**config.mk**
```make
export PLATFORM = sky130hd
export DESIGN_NAME = if_id_stage_reg
export DESIGN_NICKNAME = d
export VERILOG_FILES = /design/src/rtl/if_id_stage_reg.sv
export SDC_FILE = /design/constraint.sdc
export NUM_CORES = 1
export LEC_CHECK = 0
export CORE_UTILIZATION = 38
export DETAILED_ROUTE_END_ITERATION = 16
export HOLD_SLACK_MARGIN = 0.12
export PLACE_DENSITY_LB_ADDON = 0.05
export RECOVER_POWER = 50
export SLEW_MARGIN = 25
export SYNTH_ARGS = -nofsm -noshare
export SYNTH_HDL_FRONTEND = slang
export SYNTH_SLANG_ARGS = --single-unit
```
**constraint.sdc**
```tcl
create_clock -name clk -period 2.39 [get_ports clk]
set_input_delay 0.478 -clock clk [delete_from_list [all_inputs] [get_ports clk]]
set_output_delay 0.478 -clock clk [all_outputs]
set_load 0.05 [all_outputs]
```
**src/rtl/if_id_stage_reg.sv**
```systemverilog
// IF/ID pipeline register: captures fetch PC/instruction, tags illegal fetch addresses with AdEL,
// and carries the delay-slot and valid bits into decode. Supports stall (hold) and flush (bubble).
module if_id_stage_reg #(
    parameter logic [31:0] TEXT_BASE = 32'h0000_3000,
    parameter logic [31:0] TEXT_END  = 32'h0000_4FFC,
    parameter logic [4:0]  EXC_ADEL  = 5'd4,
    parameter logic [31:0] NOP_WORD  = 32'h0000_0000
) (
    input  logic        clk,
    input  logic        reset,
    input  logic        stall,
    input  logic        flush,
    input  logic [31:0] pc_f,
    input  logic [31:0] instr_f,
    input  logic        id_is_branch,
    output logic [31:0] pc_d,
    output logic [31:0] instr_d,
    output logic [31:0] pc8_d,
    output logic        valid_d,
    output logic        bd_d,
    output logic        exc_valid_d,
    output logic [4:0]  exc_code_d
);

    logic [31:0] pc_id_q, pc_id_d;
    logic [31:0] instr_id_q, instr_id_d;
    logic        valid_id_q, valid_id_d;
    logic        bd_id_q, bd_id_d;
    logic        exc_valid_id_q, exc_valid_id_d;
    logic [4:0]  exc_code_id_q, exc_code_id_d;
    logic        fetch_bad;

    // Unsigned compares; a misaligned PC faults even when inside the text segment.
    assign fetch_bad = (pc_f[1:0] != 2'b00) | (pc_f < TEXT_BASE) | (pc_f > TEXT_END);

    always_comb begin
        pc_id_d        = pc_id_q;
        instr_id_d     = instr_id_q;
        valid_id_d     = valid_id_q;
        bd_id_d        = bd_id_q;
        exc_valid_id_d = exc_valid_id_q;
        exc_code_id_d  = exc_code_id_q;
        if (flush) begin
            pc_id_d        = pc_f;
            instr_id_d     = NOP_WORD;
            valid_id_d     = 1'b0;
            bd_id_d        = 1'b0;
            exc_valid_id_d = 1'b0;
            exc_code_id_d  = 5'd0;
        end else if (!stall) begin
            // A faulting fetch stays valid so its PC can reach CP0 as EPC.
            pc_id_d    = pc_f;
            valid_id_d = 1'b1;
            bd_id_d    = id_is_branch;
            if (fetch_bad) begin
                instr_id_d     = NOP_WORD;
                exc_valid_id_d = 1'b1;
                exc_code_id_d  = EXC_ADEL;
            end else begin
                instr_id_d     = instr_f;
                exc_valid_id_d = 1'b0;
                exc_code_id_d  = 5'd0;
            end
        end
    end

    always_ff @(posedge clk) begin
        if (reset) begin
            pc_id_q        <= TEXT_BASE;
            instr_id_q     <= NOP_WORD;
            valid_id_q     <= 1'b0;
            bd_id_q        <= 1'b0;
            exc_valid_id_q <= 1'b0;
            exc_code_id_q  <= 5'd0;
        end else begin
            pc_id_q        <= pc_id_d;
            instr_id_q     <= instr_id_d;
            valid_id_q     <= valid_id_d;
            bd_id_q        <= bd_id_d;
            exc_valid_id_q <= exc_valid_id_d;
            exc_code_id_q  <= exc_code_id_d;
        end
    end

    assign pc_d        = pc_id_q;
    assign instr_d     = instr_id_q;
    assign pc8_d       = pc_id_q + 32'd8;
    assign valid_d     = valid_id_q;
    assign bd_d        = bd_id_q;
    assign exc_valid_d = exc_valid_id_q;
    assign exc_code_d  = exc_code_id_q;

endmodule

```
# Yosys cells after proc, flatten, opt, wreduce, memory -nomap -nowiden
# Cells that the tools add are included.
# word_totals
reg_bits	72
inputBits	69
out_inout_bits	104
# classes
addsub	1
n_lt_le_gt_ge	2
eq_ne	1
mux	5
bitwise_logic	2
n_reduce_logical	2
# ops
op	n
$mux W32	3
$add A32 B4 Y32 const B	1
$gt A32 B15 Y1 const B	1
$lt A32 B14 Y1 const B	1
$mux W3	1
$ne A2 B1 Y1 const B	1
$or A1 B1 Y1	2
$reduce_bool A2 Y1	1
$reduce_or A2 Y1	1
$mux W1	1

# Logic depth before layout (Yosys ltp)
# logic_depth
depth_word	4
depth_mapped	6
depth_no_buf	5

# Worst setup path before layout
# No wires, ideal clock.
# synth_path
path_type	reg-to-output
from	reg pc_id_q[3], in the netlist pc_d[3]
to	out pc8_d[31]
t_arrival_ps	2517
required_ps	1912
setup_slack_ps	-605
stages_incl_launch_ff	6
path_buffers	0
cell_sequence	dfxtp_1 ha_1 nand3_1 nor4_4 nand4_1 xnor2_1
# synth_between
elab_chain_cells	1
# synth_lines
element	line_no	rtl
start, declared	25	logic [31:0] pc_id_q, pc_id_d;
start signal, assigned	76	pc_id_q <= pc_id_d;
$add A32 B4 Y32	87	assign pc8_d = pc_id_q + 32'd8;
end, declared	18	output logic [31:0] pc8_d,
# Every way passes these cells.

# Final worst setup path
# layout_path
from	reg pc_id_q[13], in the netlist pc_d[13]
to	out pc8_d[25]
# Same word-level chain as after synthesis.

==> flow_summary.toml <==
[status]
outcome = "finished with violations"
failed_checks = "setup timing"

[routing]
wl_met1_microns = 3930
drc = 0
finalWirelength_microns = 10000
met3_length_microns = 697
wl_per_cell_microns = 14.6
drt_iter0_drc = 157
dr_total_vias = 3430
ant_nets = 0
top_layer = "met4"
vias_per_cell = 5.01
dr.pass1.iters = 6
dr_wl_met2_microns = 5080

[yosys]
seq_area_frac_synth_pct = 44.3
ys_ff_latch = 67
syn_inst = 391
synthDistinctLibCells = 31
yosysWarningCount = 0
yosysTopAreaCell = "dfxtp_1"
synth_top_cell_area_share_pct = 44.3
syn_avg_cell_area_sq_um = 7.74
syn_area_sq_um = 3030
synth_area_leaders = "dfxtp_1, nand2_1, nand3_1, xnor2_1, o21ai_0"

[die]
die_y_microns = 91.2
fp.coreArea_sq_um = 7730
io_pins = 173
dieWidth_microns = 91.2
row_count = 32
die_area_sq_um = 8320
start_util_pct = 39.2

[final_layout]
stdcell_area_sq_um = 5840
nFillCells = 565
final_cell_mix = "clkdlybuf4s50_1, nand2_1, dfxtp_1"
areaGrowthSynthToFinish_pct = 93.0
layout_commonest_cell = "clkdlybuf4s50_1"
nNetsFinal = 647
drive_gt1_share_pct = 23.7
antenna_cells = 0

[cts]
clk_path_buf_depth = 2
cts-root-buf = "clkbuf_8"
htreeDepth = 3
cts.sinks = 67
tritoncts.num_buffers = 9
cts_tree = "yes"
clk_latency_ps = 330
ctsHoldBuffers = 0
clk_pin_slew_worst_paths_ps = 80

[power_and_ir_drop]
power.leakage_uw = 0.00241
ir_drop_v = 0.000330
powerDensity_nw_per_um2 = 549

[grt]
antenna_found_initial = 0
grt_pass1_wl_microns = 15800
overflow = 0
track_usage_pct = 24.0
grt_pass1_vias = 3286
grt_max_degree = 66

[critical_path]
startpoint_type = "flip-flop"
r2r_start = "pc_d[26]"
cp.arrival_ps = 1930
cp.required_ps = 1910
cp-end-kind = "output pin"
critPathLaunch = "pc_d[13]"
crit_path_max_fanout = 8
path_class = "reg2out"

[sta]
setup_viol_count_final = 1
fin_crit_sh_pct = 101
fin_setup_tns_ps = -13.5
setup_slack_ps = -13.5
rsz0062_at_grt = "yes"
slew_headroom_pct = 53.0
finalClockSkew_ps = 0
drv_slew = 0
hold-worst-slack_ps = 452
fmax_ghz = 0.416
fin_crit_ps = 2400
tightest_slew_ps = 705
hold_viol = 0

[flow_run]
cap_viol_max_count = 0

[place]
dpl-instance-area_sq_um = 5370
portBuffers = 168
place_congestion = 0.949
dpl.hpwl_microns = 7040

[hold_path]
holdCritStartpoint = "valid_d"
min_path_type = "reg2reg"
worst paths after layout:
path                    end  cells after the start  slack (ps)
setup / recovery  pc8_d[25]                      6         -10
setup reg to reg   pc_d[26]                      2        1610
hold / removal      valid_d                      2         450
hold reg to reg     valid_d                      2         450
critical path, stage by stage, from the launching register on:
cell and delay (ps):
dfxtp_4 370, nand4_4 160, nor4_4 300, buf_6 170
nand4_1 220, xnor2_4 220, buf_12 150
synthesized netlist by cell type:
cell	number
nand4_4	1
nand2_1	104
xnor2_1	20
buf_1	1
and3_1	6
mux2i_1	1
o21ai_0	32
o21bai_1	1
xor2_1	7
inv_1	4
nand3_1	45
o32ai_1	1
or2_2	1
nand3b_1	2
nand4_1	8
buf_4	8
nor4_1	5
conb_1	1
nor3_1	1
a21oi_1	31
and4_2	1
and4_1	1
and3_2	2
dfxtp_1	67
ha_1	1
nor2_1	10
nand2b_1	2
buf_2	5
clkbuf_1	19
nor4_4	2
nor2b_1	1
routing by layer:
metal	up-vias	GRT usage, %
met4	0	12.0
met1	1589	26.2
met5	-	0
li1	1680	-
met2	137	42.7
met3	24	6.20
power breakdown:
part | internal (uW) | total, uW | switching [uW]
Clock | 756 | 1200 | 441
Sequential | 1150 | 1190 | 39.7
Combinational | 360 | 822 | 462
Total | 2270 | 3210 | 943
what timing repair did:
item | CTS | global route
buffers inserted | 9 | 8
hold endpoints to repair | 0 | 0
resized for setup | 19 | 14
setup endpoints to repair | 16 | 18
pin swaps | 10 | 12
stage by stage:
stage | total power, uW | setup WS [ps] | util [%] | instances
6_report | 3210 | -13.5 | 75.6 | 684
5_1_grt | 3340 | -102 | 75.6 | 684
4_1_cts | 3230 | -11.9 | 74.5 | 676
3_5_place_dp | 2020 | -33.9 | 69.5 | 651
3_3_place_gp | 2010 | 12.1 | 69.5 | 651
2_1_floorplan | 1660 | 5.08 | - | 394
area by class of cell:
type / instances / area [sq um] / share of cell area [%]
Clock buffer: 11 / 151 / 2.59
Tap cell: 102 / 128 / 2.19
Clock inverter: 5 / 108 / 1.84
Sequential cell: 67 / 1400 / 24.0
Timing Repair Buffer: 205 / 2190 / 37.4
Inverter: 4 / 15.0 / 0.257
Multi-Input combinational cell: 290 / 1850 / 31.7
cells by family after synthesis:
group,Yosys count,share of synthesized area [%]
other,1,0.124
adders and majority gates,1,0.413
muxes,1,0.331
DFF,67,44.3
buffers and inverters,37,5.79
and+or+nand+nor,192,30.2
xor gates and xnor gates,27,7.82
AOI/OAI and AO/OA,65,11.0
registers in the layout (all words and copies together) (netlist names):
register    count
bd_d            1
exc_code_d      1
instr_d        32
pc_d           32
valid_d         1
Power figures use the tool's default switching activity.
